$ cat src/rtl/ps2_pkg.sv
// ps2_pkg -- shared types and helpers for the PS/2 host port.
//   ps2_state_t     : host port FSM states
//   PS2_FRAME_BITS  : bits per PS/2 frame (start, 8 data, parity, stop)
//   odd_parity()    : parity bit that makes the 9-bit {parity, data} group odd
package ps2_pkg;

  typedef enum logic [2:0] {
    ST_IDLE,
    ST_RX,
    ST_TX_INH,
    ST_TX_RTS,
    ST_TX_DATA,
    ST_TX_ACK
  } ps2_state_t;

  localparam int PS2_FRAME_BITS = 11;

  function automatic logic odd_parity(input logic [7:0] d);
    return ~(^d);
  endfunction

endpackage

$ cat src/rtl/ps2_rx_fifo.sv
// ps2_rx_fifo -- synchronous byte FIFO for received PS/2 bytes.
// All state advances only when en is high.
//   clk, reset : system clock, asynchronous active-high reset
//   en         : clock enable
//   push/wdata : write request and byte; accepted when not full, or when full
//                and a pop happens on the same tick
//   pop        : remove head byte; ignored when empty
//   rdata      : registered head byte
//   full       : FIFO holds 2**AW bytes
//   level      : number of bytes held
module ps2_rx_fifo #(
  parameter int AW = 3
) (
  input  logic          clk,
  input  logic          reset,
  input  logic          en,
  input  logic          push,
  input  logic [7:0]    wdata,
  input  logic          pop,
  output logic [7:0]    rdata,
  output logic          full,
  output logic [AW:0]   level
);

  localparam int DEPTH = 1 << AW;

  logic [7:0]    mem [0:DEPTH-1];
  logic [AW-1:0] wr_ptr_reg;
  logic [AW-1:0] rd_ptr_reg;
  logic [AW-1:0] rd_ptr_next;
  logic [AW:0]   count_reg;
  logic [7:0]    rdata_reg;
  logic          empty;
  logic          push_ok;
  logic          pop_ok;
  logic          bypass;

  assign empty       = (count_reg == '0);
  assign full        = (count_reg == (AW+1)'(DEPTH));
  assign pop_ok      = en & pop & ~empty;
  assign push_ok     = en & push & (~full | pop_ok);
  assign rd_ptr_next = pop_ok ? rd_ptr_reg + 1'b1 : rd_ptr_reg;
  // A byte written into a FIFO that is (or is about to become) empty lands at
  // the next head address; the RAM read cannot see it yet, so forward it.
  assign bypass      = push_ok && (wr_ptr_reg == rd_ptr_next);

  always_ff @(posedge clk) begin
    if (push_ok) begin
      mem[wr_ptr_reg] <= wdata;
    end
  end

  always_ff @(posedge clk or posedge reset) begin
    if (reset) begin
      wr_ptr_reg <= '0;
      rd_ptr_reg <= '0;
      count_reg  <= '0;
      rdata_reg  <= '0;
    end else if (en) begin
      if (push_ok) begin
        wr_ptr_reg <= wr_ptr_reg + 1'b1;
      end
      rd_ptr_reg <= rd_ptr_next;
      if (push_ok && !pop_ok) begin
        count_reg <= count_reg + 1'b1;
      end else if (!push_ok && pop_ok) begin
        count_reg <= count_reg - 1'b1;
      end
      rdata_reg <= bypass ? wdata : mem[rd_ptr_next];
    end
  end

  assign rdata = rdata_reg;
  assign level = count_reg;

endmodule

$ cat src/rtl/ps2_host_port.sv
// ps2_host_port -- PS/2 host transceiver, one instance per physical port.
// Receives device frames into an RX FIFO and sends host-to-device command
// bytes (inhibit, request-to-send, bit shifting, ACK check).
//   clk, reset        : system clock, asynchronous active-high reset
//   clk7_en           : 7MHz enable; every register advances only when high
//   ps2clk_i/ps2dat_i : raw pad inputs
//   ps2clk_o/ps2dat_o : open-drain controls, 0 = drive low, 1 = release
//   tx_data/valid/ready : command byte handshake (ready only in IDLE)
//   rx_data/valid/ready : FIFO head byte handshake, rx_level = bytes held
//   err_*             : one-tick error pulses (parity/stop, ACK, watchdog, overflow)
module ps2_host_port
  import ps2_pkg::*;
#(
  parameter int FIFO_AW     = 3,
  parameter int FILT_LEN    = 4,
  parameter int INHIBIT_CYC = 710,
  parameter int TIMEOUT_CYC = 14180
) (
  input  logic               clk,
  input  logic               reset,
  input  logic               clk7_en,
  input  logic               ps2clk_i,
  input  logic               ps2dat_i,
  output logic               ps2clk_o,
  output logic               ps2dat_o,
  input  logic [7:0]         tx_data,
  input  logic               tx_valid,
  output logic               tx_ready,
  output logic [7:0]         rx_data,
  output logic               rx_valid,
  input  logic               rx_ready,
  output logic [FIFO_AW:0]   rx_level,
  output logic               err_parity,
  output logic               err_ack,
  output logic               err_timeout,
  output logic               err_overflow
);

  localparam int FW      = $clog2(FILT_LEN + 1);
  localparam int TMR_MAX = (INHIBIT_CYC > TIMEOUT_CYC) ? INHIBIT_CYC : TIMEOUT_CYC;
  localparam int TMR_W   = $clog2(TMR_MAX + 1);
  localparam logic [TMR_W-1:0] INH_LAST = TMR_W'(INHIBIT_CYC - 1);
  localparam logic [TMR_W-1:0] TMO_LAST = TMR_W'(TIMEOUT_CYC - 1);
  localparam logic [3:0]       LAST_BIT = 4'(PS2_FRAME_BITS - 2);

  // input conditioning
  logic [1:0]    clk_sync_reg;
  logic [1:0]    dat_sync_reg;
  logic [FW-1:0] filt_cnt_reg;
  logic          clk_filt_reg;
  logic          clk_filt_d_reg;
  logic          dat_s;
  logic          clk_fall;
  logic          clk_edge;

  // protocol state
  ps2_state_t       state_reg, state_next;
  logic [3:0]       bit_cnt_reg, bit_cnt_next;
  logic [9:0]       rx_shift_reg, rx_shift_next;
  logic [8:0]       tx_shift_reg, tx_shift_next;
  logic [TMR_W-1:0] tmr_reg, tmr_next;
  logic             ack_seen_reg, ack_seen_next;
  logic             clk_o_reg, clk_o_next;
  logic             dat_o_reg, dat_o_next;
  logic             started_reg;
  logic             err_parity_reg, err_parity_next;
  logic             err_ack_reg, err_ack_next;
  logic             err_timeout_reg, err_timeout_next;
  logic             err_overflow_reg, err_overflow_next;

  logic [9:0]       rx_word;
  logic             rx_push;
  logic             wd_active;
  logic             wd_timeout;
  logic             fifo_full;

  assign dat_s    = dat_sync_reg[1];
  assign clk_fall = clk_filt_d_reg & ~clk_filt_reg;
  assign clk_edge = clk_filt_d_reg ^ clk_filt_reg;
  // Frame as it will look once the bit on the line now is shifted in:
  // [7:0] data, [8] parity, [9] stop.
  assign rx_word  = {dat_s, rx_shift_reg[9:1]};
  assign wd_active = (state_reg == ST_RX) || (state_reg == ST_TX_RTS) ||
                     (state_reg == ST_TX_DATA) || (state_reg == ST_TX_ACK);

  always_ff @(posedge clk or posedge reset) begin
    if (reset) begin
      clk_sync_reg   <= 2'b11;
      dat_sync_reg   <= 2'b11;
      filt_cnt_reg   <= '0;
      clk_filt_reg   <= 1'b1;
      clk_filt_d_reg <= 1'b1;
    end else if (clk7_en) begin
      clk_sync_reg   <= {clk_sync_reg[0], ps2clk_i};
      dat_sync_reg   <= {dat_sync_reg[0], ps2dat_i};
      clk_filt_d_reg <= clk_filt_reg;
      // Accept a new clock level only after FILT_LEN consecutive samples of it.
      if (clk_sync_reg[1] == clk_filt_reg) begin
        filt_cnt_reg <= '0;
      end else if (filt_cnt_reg == FW'(FILT_LEN - 1)) begin
        clk_filt_reg <= clk_sync_reg[1];
        filt_cnt_reg <= '0;
      end else begin
        filt_cnt_reg <= filt_cnt_reg + 1'b1;
      end
    end
  end

  always_comb begin
    state_next        = state_reg;
    bit_cnt_next      = bit_cnt_reg;
    rx_shift_next     = rx_shift_reg;
    tx_shift_next     = tx_shift_reg;
    tmr_next          = tmr_reg;
    ack_seen_next     = ack_seen_reg;
    clk_o_next        = clk_o_reg;
    dat_o_next        = dat_o_reg;
    rx_push           = 1'b0;
    err_parity_next   = 1'b0;
    err_ack_next      = 1'b0;
    err_timeout_next  = 1'b0;
    wd_timeout        = 1'b0;

    // Shared timer: watchdog in the line-clocked states, inhibit length in TX_INH.
    if (wd_active) begin
      if (clk_edge) begin
        tmr_next = '0;
      end else if (tmr_reg == TMO_LAST) begin
        wd_timeout = 1'b1;
      end else begin
        tmr_next = tmr_reg + 1'b1;
      end
    end

    case (state_reg)
      ST_IDLE: begin
        clk_o_next    = 1'b1;
        dat_o_next    = 1'b1;
        tmr_next      = '0;
        bit_cnt_next  = '0;
        ack_seen_next = 1'b0;
        if (tx_valid && started_reg) begin
          state_next    = ST_TX_INH;
          clk_o_next    = 1'b0;
          tx_shift_next = {odd_parity(tx_data), tx_data};
        end else if (clk_fall && !dat_s) begin
          state_next = ST_RX;
        end
      end
      ST_RX: begin
        if (clk_fall) begin
          rx_shift_next = rx_word;
          bit_cnt_next  = bit_cnt_reg + 4'd1;
          if (bit_cnt_reg == LAST_BIT) begin
            if ((^rx_word[8:0]) && rx_word[9]) begin
              rx_push = 1'b1;
            end else begin
              err_parity_next = 1'b1;
            end
            state_next = ST_IDLE;
          end
        end
      end
      ST_TX_INH: begin
        clk_o_next = 1'b0;
        if (tmr_reg == INH_LAST) begin
          dat_o_next = 1'b0;
          tmr_next   = '0;
          state_next = ST_TX_RTS;
        end else begin
          tmr_next = tmr_reg + 1'b1;
        end
      end
      ST_TX_RTS: begin
        clk_o_next = 1'b1;
        state_next = ST_TX_DATA;
      end
      ST_TX_DATA: begin
        // The device samples on its rising edge, so each new bit goes out
        // right after a falling edge; the tenth edge releases data as stop.
        if (clk_fall) begin
          if (bit_cnt_reg == LAST_BIT) begin
            dat_o_next = 1'b1;
            state_next = ST_TX_ACK;
          end else begin
            dat_o_next    = tx_shift_reg[0];
            tx_shift_next = {1'b0, tx_shift_reg[8:1]};
            bit_cnt_next  = bit_cnt_reg + 4'd1;
          end
        end
      end
      ST_TX_ACK: begin
        if (!ack_seen_reg) begin
          if (clk_fall) begin
            ack_seen_next = 1'b1;
            err_ack_next  = dat_s;
          end
        end else if (clk_filt_reg && dat_s) begin
          state_next = ST_IDLE;
        end
      end
      default: begin
        state_next = ST_IDLE;
      end
    endcase

    if (wd_timeout) begin
      state_next       = ST_IDLE;
      clk_o_next       = 1'b1;
      dat_o_next       = 1'b1;
      tmr_next         = '0;
      err_timeout_next = 1'b1;
    end
  end

  // A good byte with a full FIFO is only lost if no pop frees a slot this tick.
  assign err_overflow_next = rx_push & fifo_full & ~(rx_ready & rx_valid);

  always_ff @(posedge clk or posedge reset) begin
    if (reset) begin
      state_reg        <= ST_IDLE;
      bit_cnt_reg      <= '0;
      rx_shift_reg     <= '0;
      tx_shift_reg     <= '0;
      tmr_reg          <= '0;
      ack_seen_reg     <= 1'b0;
      clk_o_reg        <= 1'b1;
      dat_o_reg        <= 1'b1;
      started_reg      <= 1'b0;
      err_parity_reg   <= 1'b0;
      err_ack_reg      <= 1'b0;
      err_timeout_reg  <= 1'b0;
      err_overflow_reg <= 1'b0;
    end else if (clk7_en) begin
      state_reg        <= state_next;
      bit_cnt_reg      <= bit_cnt_next;
      rx_shift_reg     <= rx_shift_next;
      tx_shift_reg     <= tx_shift_next;
      tmr_reg          <= tmr_next;
      ack_seen_reg     <= ack_seen_next;
      clk_o_reg        <= clk_o_next;
      dat_o_reg        <= dat_o_next;
      started_reg      <= 1'b1;
      err_parity_reg   <= err_parity_next;
      err_ack_reg      <= err_ack_next;
      err_timeout_reg  <= err_timeout_next;
      err_overflow_reg <= err_overflow_next;
    end
  end

  ps2_rx_fifo #(
    .AW (FIFO_AW)
  ) u_fifo (
    .clk   (clk),
    .reset (reset),
    .en    (clk7_en),
    .push  (rx_push),
    .wdata (rx_word[7:0]),
    .pop   (rx_ready),
    .rdata (rx_data),
    .full  (fifo_full),
    .level (rx_level)
  );

  assign rx_valid     = (rx_level != '0);
  assign tx_ready     = started_reg && (state_reg == ST_IDLE);
  assign ps2clk_o     = clk_o_reg;
  assign ps2dat_o     = dat_o_reg;
  assign err_parity   = err_parity_reg;
  assign err_ack      = err_ack_reg;
  assign err_timeout  = err_timeout_reg;
  assign err_overflow = err_overflow_reg;

endmodule
$ cat config.mk
export PLATFORM = sky130hd
export DESIGN_NAME = ps2_host_port
export DESIGN_NICKNAME = d
export VERILOG_FILES = /design/src/rtl/ps2_pkg.sv /design/src/rtl/ps2_rx_fifo.sv /design/src/rtl/ps2_host_port.sv
export SDC_FILE = /design/constraint.sdc
export NUM_CORES = 1
export LEC_CHECK = 0
export ABC_AREA = 1
export CORE_UTILIZATION = 55
export DETAILED_ROUTE_END_ITERATION = 8
export PLACE_DENSITY = 0.75
export SLEW_MARGIN = 20
export SYNTH_ARGS = -nofsm -noshare
export SYNTH_HDL_FRONTEND = slang
export SYNTH_HIERARCHICAL = 1
export SYNTH_SLANG_ARGS = --single-unit
$ cat constraint.sdc
create_clock -name clk -period 3.9 [get_ports clk]
set_clock_uncertainty 0.1 [all_clocks]
set_input_delay 0.78 -clock clk [delete_from_list [all_inputs] [get_ports clk]]
set_output_delay 0.78 -clock clk [all_outputs]
set_load 0.03 [all_outputs]
==> key figures, run 1 <==
Setup path
  • Nature of the critical path startpoint: flip-flop
  • Worst path buffer plus inverter count: 4
  • Critical path, cell by cell: inv_1, ha_1, nand2_1, nor2_1, nand2_1, nor2_1, nor3b_1, nand2_1, inv_1, nand2_1, inv_1, ha_1, inv_1, ha_1, a21o_1, a21oi_1, nand2_1, nand2_1, nor2_1, xor2_1
  • Max incr delay on CP: 400 ps
  • CP max FO: 6
  • Worst EP arrival: 3520 ps
  • Slowest-stage cell, CP: dfrtp_1
  • Kind of critical path: reg2reg
  • Crit. End Element: flip-flop
  • Req. time, crit path: 4110 ps
  • CP delay by family, top: simple AND/OR/NAND/NOR gates
  • Most frequent CP cell: nand2_1

Global routing
  • GRT Residual Overflow: 0
  • Total GRT Usage: 24.7%
  • First-pass GRT wire length: 27,400 µm
  • Vias in the first global route: 5,533
  • Largest net degree at the start of global routing: 57
  • Initial antenna violation count: 0

Logic synthesis
  • Post-synth EDFFs: 64
  • Synth async-reset ratio: 53.6%
  • #FFs+latches synth: 138
  • Post-Syn Nets: 901
  • Netlist Area Pre-Place: 7660 µm²
  • Largest cells by area after synthesis: edfxtp_1, dfrtp_1, nand2_1, inv_1, nand3_1
  • Commonest register cell after synthesis: dfrtp_1
  • Yosys top cell by area: edfxtp_1
  • Sequential element share of the synthesized area: 49.4%
  • Syn_area_per_cell: 8.76 µm²
  • Syn Inst Count: 874
  • Most frequent cell after synthesis: nand2_1
  • Post-synth top cells: nand2_1, inv_1, nand3_1
  • Netlist cell types: 51
  • Share of the synthesized area in the top cell type: 25.1%
  • Ys Warns: 6

Placement
  • Placed cell areas: 8170 µm²
  • Routability cong.: 0.888
  • IO Port Bufs: 34
  • DP HPWL: 10,900 µm

Run status
  • Status: completed

Clocking
  • Clock Latency Late Sink: 430 ps
  • Htree depth: 4
  • Inserted Clock Buffers: 17
  • Clock buffer depth: 2
  • Clk sinks: 138
  • CTS Hold Buffers Added: 0
  • Clock Tree Root: clkbuf_16
  • Clk slew on worst S/H paths: 60 ps
  • Post-CTS Setup Bufs: 0
  • CTS tree: built
  • Post_cts resized: 0

STA
  • Crit path time final: 3300 ps
  • Fmax: 303 MHz
  • Slew Viols, Final: 0
  • Tcrit/Tclk final: 84.7%
  • Slew HR: 46.6%
  • Setup TNS Final: 0 ps
  • Final setup viols: 0
  • Worst-Margin Slew: 798 ps
  • RSZ-0062 raised after global routing: false
  • Final hold vios: 0

Layout
  • Final #Nets: 948
  • Antenna cells: 0
  • Share of cells above drive strength 1: 15.0%
  • Fillers: 1,102
  • Layout area overhead: 14.3%
  • Final Cell Area: 8750 µm²
  • Max reg flops: 64

Floorplan
  • Die Span Y: 120 µm
  • Io pins: 35
  • DIE AREA: 14,400 µm²
  • Total core area: 13,400 µm²
  • Die X: 120 µm
  • Starting Density: 57.1%
  • Site Rows: 42

Route
  • Drt initial violations: 527
  • ANT nets after route: 0
  • Post-Route WL: 16,400 µm
  • Iteration count of the initial detailed-routing pass: 5
  • Via count: 5,853
  • Post-DR wirelength/cell: 14.8 µm
  • Drt drc: 0
  • Detail-routed via count per cell: 5.27

Pwr
  • Maximum vdd drop: 0.396 mV
  • LEAKAGE: 3.99 nW
  • Pwr/cell area: 526 nW/µm²

Hold path
  • Hold crit path type: reg2reg

Job
  • Max cap viols: 0
## layer usage
layer	part of all wire [%]	wire length [µm]	GRT usage, %	up-vias
met5	0	0	0	-
met4	1.2	193	7.58	0
met3	4.1	676	5.47	21
met2	49	8080	40.3	146
met1	45	7440	32.7	2760
li1	-	-	-	2926
## placed cells by master, fill, tap and decap left out, types with 9 or more instances in the layout
master	n
dfrtp_1	66
nand2_4	13
nand2_2	14
edfxtp_1	64
nor2_1	61
nand3_1	95
inv_1	140
nand3_2	15
nor3_1	9
buf_4	10
a21oi_1	10
o21ai_0	20
xor2_1	10
o21ai_1	14
nand2_1	214
nand4_1	16
clkdlybuf4s50_1	34
clkbuf_16	18
ha_1	11
## metrics by stage
stage	hold WS [ps]	power (mW)	worst slack [ps]	instances	utilization, %
floorplan	344	2.80	1030	874	-
global placement	355	3.03	781	1078	61.0
detailed placement	357	3.05	642	1078	61.0
CTS	371	4.63	625	1110	65.3
global route	404	4.86	267	1110	65.3
finish	365	4.61	597	1110	65.3
## kinds of logic (layout without fill, tap and decap cells)
logic type / after synthesis / after routing / share of synthesized area, %
AOI/OAI and AO/OA: 72 / 72 / 6.26
xor gates and xnor gates: 15 / 15 / 1.72
adders and majority gates: 12 / 12 / 2.06
buffers and inverters: 167 / 227 / 9.51
DFF: 138 / 138 / 49.4
muxes: 1 / 1 / 0.131
and+or+nand+nor: 469 / 469 / 30.9
## worst register-to-register path, stage by stage (launching register included)
cell     delay [ps]
dfrtp_1         400
inv_1            80
ha_1            140
nand2_1          50
nor2_1          290
nand2_1         110
nor2_1          160
nor3b_1         260
nand2_1          80
inv_1            60
nand2_1          60
inv_1           160
ha_1            230
inv_1            90
ha_1            270
a21o_1          180
a21oi_1         160
nand2_1          70
nand2_1          60
nor2_1           40
xor2_1          130
## report_power, final
group          internal (mW)  switching [mW]  total [mW]
Combinational          0.436           0.766        1.20
Clock                  0.939           0.629        1.57
Sequential              1.69           0.149        1.84
## cell type report
cell class                      instances  area, µm²  area share, %
Sequential cell                       138       3780           43.2
Clock inverter                         11        108           1.23
Multi-Input combinational cell        569       3140           35.9
Inverter                              150        586           6.69
Timing Repair Buffer                   45        435           4.98
Tap cell                              176        220           2.52
Clock buffer                           21        472           5.39
## path summary, 6_finish.rpt
| path | from | to | slack, ps | depth (start not counted) |
|---|---|---|---|---|
| setup / recovery | bit_cnt_reg[1] | u_fifo/level[3] | 600 | 20 |
| hold / removal | ps2dat_o | ps2dat_o | 360 | 2 |
| setup reg to reg | bit_cnt_reg[1] | u_fifo/level[3] | 600 | 20 |
| hold reg to reg | ps2dat_o | ps2dat_o | 360 | 2 |
| max in group asynchronous | reset | u_fifo/rdata[0] | 2490 | 2 |
| min in group asynchronous | reset | err_overflow | 660 | 3 |
Power figures use the tool's default switching activity.
==> inputs of run 2 (changes only) <==
PLACE_DENSITY = 0.77   (was 0.75)
clock period = 2.9 ns   (was 3.9 ns; I/O delays follow)
==> key figures, run 2 (synthesis results as in run 1) <==
Placement
  • IO Port Bufs: 34 (unchanged)
  • DP HPWL: 11,200 µm (+2.9%)
  • Routability cong.: 0.889 (about the same)

Setup path
  • Nature of the critical path startpoint: flip-flop
  • Critical path, cell by cell: buf_4, nor2_4, nand2_4, nor2_1, clkdlybuf4s50_1
  • Req. time, crit path: 2220 ps (-1890 ps)
  • Kind of critical path: reg2out
  • Crit. End Element: output port
  • Worst EP arrival: 2070 ps (-1450 ps)
  • CP max FO: 8 (+2)
  • Max incr delay on CP: 670 ps (+270 ps)
  • Slowest-stage cell, CP: clkdlybuf4s50_1

STA
  • Final setup viols: 0 (unchanged)
  • Tcrit/Tclk final: 94.7%
  • Worst-Margin Slew: 731 ps (-66.4 ps)
  • Slew HR: 51.2% (+4.6 points)
  • Slew Viols, Final: 0 (unchanged)
  • Setup TNS Final: 0 ps (unchanged)
  • WHS: 362 ps (-3.11 ps)
  • RSZ-0062 raised after global routing: true
  • Final hold vios: 0 (unchanged)
  • Crit path time final: 2750 ps
  • Fmax: 364 MHz

Route
  • Drt initial violations: 501 (-4.9%)
  • Drt drc: 0 (unchanged)
  • Iteration count of the initial detailed-routing pass: 7 (+2)
  • ANT nets after route: 0 (unchanged)
  • Via count: 5,964 (+1.9%)
  • Post-Route WL: 16,500 µm (+0.37%)
  • Post-DR wirelength/cell: 14.4 µm (-2.3%)
  • Detail-routed via count per cell: 5.23 (-0.79%)

Clocking
  • Inserted Clock Buffers: 17 (unchanged)
  • Clock buffer depth: 2 (unchanged)
  • CTS tree: built
  • Htree depth: 4 (unchanged)
  • Clk slew on worst S/H paths: 60 ps (about the same)
  • Clock Tree Root: clkbuf_16
  • Clock Latency Late Sink: 420 ps (about the same)
  • Clk sinks: 138 (unchanged)

Global routing
  • Total GRT Usage: 24.8% (+0.10 points)
  • First-pass GRT wire length: 27,700 µm (+1.1%)
  • Initial antenna violation count: 0 (unchanged)
  • GRT Residual Overflow: 0 (unchanged)
  • Vias in the first global route: 5,797 (+4.8%)
  • Largest net degree at the start of global routing: 34 (-40%)

Job
  • Max cap viols: 0 (unchanged)

Pwr
  • LEAKAGE: 4.11 nW (+2.9%)
  • Pwr/cell area: 694 nW/µm² (+32%)
  • Maximum vdd drop: 0.574 mV (+45%)

Floorplan
  • Site Rows: 42 (unchanged)
  • Io pins: 35 (unchanged)
  • Starting Density: 57.1% (unchanged)
  • Die X: 120 µm (unchanged)
  • Die Span Y: 120 µm (unchanged)
  • Total core area: 13,400 µm² (unchanged)
  • DIE AREA: 14,400 µm² (unchanged)

Run status
  • Status: completed

Layout
  • Most common cell after layout, fill and taps aside: nand2_1
  • Layout area overhead: 18.3%
  • Share of cells above drive strength 1: 20.3% (+5.3 points)
  • Commonest non-fill, non-tap cells in the layout: nand2_1, inv_1, nand3_1
  • Final #Nets: 979 (+3.3%)
  • Antenna cells: 0 (unchanged)
  • Final core utilization: 67.6% (+2.3 points)
  • Max reg flops: 64 (unchanged)

Hold path
  • Hold crit path type: reg2reg
## run 2: cell types whose count changed in the layout (fill, tap and decap cells not counted), sizes merged
| cell | before | now |
|---|---|---|
| bufinv | 2 | 3 |
| clkinvlp | 2 | 5 |
| clkbuf | 21 | 18 |
| buf | 11 | 42 |
| clkinv | 6 | 8 |
| inv | 151 | 147 |
## run 2: worst max-delay path: cells and delay by family, from the launching register on
family	cells	cell delay, ps
buffers and inverters	2	850
AND/OR/NAND/NOR	3	420
flip-flops	1	380
## run 2: final cells by class
cell class	instances	area, µm²
clock buffers	18	429
well taps	176	220
repair buffers	76	681
fillers	1031	4350
flip-flops and latches	138	3790
clock inverters	13	130
multi-input cells	569	3220
inverters	150	588
## run 2: what timing repair did
item	CTS	global route
hold buffers	0	0
pin swaps	0	14
resized for setup	2	27
cloned	0	0
buffers inserted	0	4
setup endpoints to repair	1	2
## run 2: metrics by stage
step	setup slack [ps]	total power [mW]	instance area, µm²	instances
floorplan	28.5	3.79	7660	874
global placement	77.5	4.20	8380	1105
CTS	3.57	6.30	8950	1136
detailed placement	-31.9	4.23	8380	1105
global route	-96.8	6.61	9050	1140
finish	153	6.28	9050	1140
## run 2: metal layers
layer / part of all wire, % / global-route usage [%] / routed length, µm
met5: 0 / 0 / 0
met4: 1.4 / 7.89 / 238
met3: 5.1 / 5.66 / 845
met2: 49 / 41.7 / 8140
met1: 44 / 31.4 / 7230
## run 2: worst paths after layout
check	start	end	slack, ps	cells after the start
hold reg to reg	dat_sync_reg[0]	dat_sync_reg[0]	360	2
hold / removal	dat_sync_reg[0]	dat_sync_reg[0]	360	2
setup reg to reg	rx_shift_reg[1]	u_fifo/level[3]	170	23
setup / recovery	state_reg[2]	tx_ready	150	5
min in group asynchronous	reset	err_overflow	370	2
max in group asynchronous	reset	u_fifo/rdata[6]	1700	2
## run 2: report_power, final
group          switching [mW]  internal [mW]  leakage (nW)  total (mW)
Clock                   0.804           1.25         0.261        2.05
Sequential              0.147           2.27          1.57        2.42
Combinational            1.14          0.674          2.28        1.82
Total                    2.09           4.19          4.11        6.28
==> inputs of run 3 (changes only) <==
GPL_TIMING_DRIVEN = 0   (was default)
==> key figures, run 3 (synthesis results as in run 1) <==
Setup path
  • RR Startpoint: bit_cnt_reg[1]
  • Slowest-stage cell, CP: dfrtp_1
  • Crit. End Element: flip-flop
  • Most frequent CP cell: nand2_1
  • Nature of the critical path startpoint: flip-flop
  • Worst EP arrival: 3090 ps (+1020 ps)
  • Max incr delay on CP: 390 ps (-280 ps)
  • Crit. Startpoint: bit_cnt_reg[1]
  • CP delay by family, top: simple AND/OR/NAND/NOR gates
  • Kind of critical path: reg2reg
  • Worst path buffer plus inverter count: 4 (+2)
  • Req. time, crit path: 3100 ps (+880 ps)
  • Critical path, cell by cell: inv_1, ha_1, nand2_1, nor2_4, nand2_2, nor2_4, nor3b_4, nand2_1, inv_1, nand2_1, inv_2, ha_4, inv_1, ha_1, a21o_1, a21oi_2, nand2_1, nand2_1, nor2_1, xor2_1
  • CP max FO: 3 (-5)
  • R2R Setup Slk: 20 ps (-150 ps)

STA
  • Slew Viols, Final: 0 (unchanged)
  • RSZ-0062 raised after global routing: true
  • Final hold vios: 0 (unchanged)
  • Final setup viols: 0 (unchanged)
  • Crit path time final: 2880 ps (+135 ps)
  • Slew HR: 52.8% (+1.6 points)
  • Worst-Margin Slew: 707 ps (-24.6 ps)
  • Tcrit/Tclk final: 99.4% (+4.6 points)
  • WHS: 369 ps (+7.89 ps)
  • Fmax: 347 MHz (-4.7%)

Pwr
  • LEAKAGE: 4.08 nW (-0.68%)
  • Maximum vdd drop: 0.480 mV (-16%)
  • Pwr/cell area: 709 nW/µm² (+2.2%)
  • Tot Pwr: 6.43 mW (+2.4%)

Route
  • Drt drc: 0 (unchanged)
  • Met2 routed wirelength: 8580 µm (+5.5%)
  • ANT nets after route: 0 (unchanged)
  • Post-DR wirelength/cell: 14.8 µm (+2.7%)
  • Post-Route WL: 16,800 µm (+2.4%)
  • Drt initial violations: 369 (-26%)
  • Detail-routed via count per cell: 5.29 (+1.0%)
  • Highest routed layer: met4
  • Iteration count of the initial detailed-routing pass: 5 (-2)
  • Met3 WL: 632 µm (-25%)
  • Via count: 6,005 (+0.69%)
  • Met1 WL: 7160 µm (-0.98%)

Global routing
  • Vias in the first global route: 5,731 (-1.1%)
  • GRT Residual Overflow: 0 (unchanged)
  • Initial antenna violation count: 0 (unchanged)
  • Largest net degree at the start of global routing: 57 (+68%)
  • Total GRT Usage: 24.9% (+0.18 points)
  • First-pass GRT wire length: 27,700 µm (-0.23%)

Clocking
  • Htree depth: 4 (unchanged)
  • CTS tree: built
  • Clock buffer depth: 2 (unchanged)
  • Clock Tree Root: clkbuf_16
  • Clk sinks: 138 (unchanged)
  • Clk slew on worst S/H paths: 60 ps (about the same)
  • Inserted Clock Buffers: 17 (unchanged)
  • Clock Latency Late Sink: 420 ps (about the same)

Layout
  • Most common cell after layout, fill and taps aside: nand2_1
  • Layout area overhead: 18.5%
  • Final core utilization: 67.7% (+0.13 points)
  • Final #Nets: 974 (-0.51%)
  • Fillers: 1,026 (-0.48%)
  • Commonest non-fill, non-tap cells in the layout: nand2_1, inv_1, nand3_1
  • Max reg flops: 64 (unchanged)
  • Share of cells above drive strength 1: 21.5% (+1.1 points)
  • Antenna cells: 0 (unchanged)
  • Final Cell Area: 9070 µm² (+0.19%)

Hold path
  • Hold crit path type: reg2reg
  • Startpoint of the worst hold path: ps2dat_o

Floorplan
  • Die X: 120 µm (unchanged)
  • Total core area: 13,400 µm² (unchanged)
  • Starting Density: 57.1% (unchanged)
  • DIE AREA: 14,400 µm² (unchanged)
  • Die Span Y: 120 µm (unchanged)
  • Site Rows: 42 (unchanged)
  • Io pins: 35 (unchanged)

Placement
  • DP HPWL: 11,100 µm (-1.5%)
  • Routability cong.: 0.876 (-1.4%)
  • IO Port Bufs: 33 (-2.9%)
  • Placed cell areas: 8210 µm² (-2.1%)

Run status
  • Status: completed

Job
  • Max cap viols: 0 (unchanged)
run 3: cell count changes in the layout (fill, tap and decap cells not counted), sizes merged:
| cell | previous run | this run |
|---|---|---|
| clkinvlp | 5 | 4 |
| clkdlybuf4s50 | 34 | 33 |
| clkinv | 8 | 6 |
| inv | 147 | 152 |
| buf | 42 | 37 |
run 3: worst register-to-register path, cell delays in order, from the launching register on:
cell,delay (ps)
dfrtp_1,390
inv_1,80
ha_1,150
nand2_1,90
nor2_4,150
nand2_2,90
nor2_4,140
nor3b_4,200
nand2_1,70
inv_1,50
nand2_1,80
inv_2,90
ha_4,130
inv_1,70
ha_1,270
a21o_1,190
a21oi_2,130
nand2_1,60
nand2_1,50
nor2_1,50
xor2_1,130
run 3: area by class of cell:
class	instances	area, µm²	area share, %
Buffer	17	143	1.57
Clock buffer	17	425	4.69
Timing Repair Buffer	54	488	5.38
Sequential cell	138	3790	41.8
Multi-Input combinational cell	569	3250	35.8
Clock inverter	15	164	1.81
Tap cell	176	220	2.43
Inverter	150	588	6.48
run 3: final timing paths:
check	to	depth (start not counted)
max in group asynchronous	rx_shift_reg[1]	2
worst max register to register	u_fifo/level[3]	20
worst min register to register	ps2dat_o	2
worst min-delay path	ps2dat_o	2
worst max-delay path	u_fifo/level[3]	20
min in group asynchronous	err_overflow	2
run 3: timing repair:
item                       4_1_cts  5_1_grt
setup buffers                   15        6
hold buffers                     0        0
pin swaps                        1        5
gates cloned                     0        0
gates resized for setup         27       18
setup endpoints to repair       76       66
run 3: per-stage QoR:
stage                     instances  setup slack [ps]  TNS (ps)
after floorplan                 874              28.5         0
after global placement         1083              -470    -27080
after detailed placement       1083              -501    -17520
after CTS                      1130             -21.2     -21.2
after global routing           1136              -184      -950
final                          1136              17.8         0
run 3: metal layers:
metal	GRT usage, %	vias to the layer above
met5	0	-
met4	10.7	0
met3	4.90	37
met2	42.8	164
met1	30.4	2830
li1	-	2974
run 3: where the power goes:
group          switching, mW  internal, mW
combinational           1.13         0.686
clock                  0.880          1.28
sequential             0.185          2.27
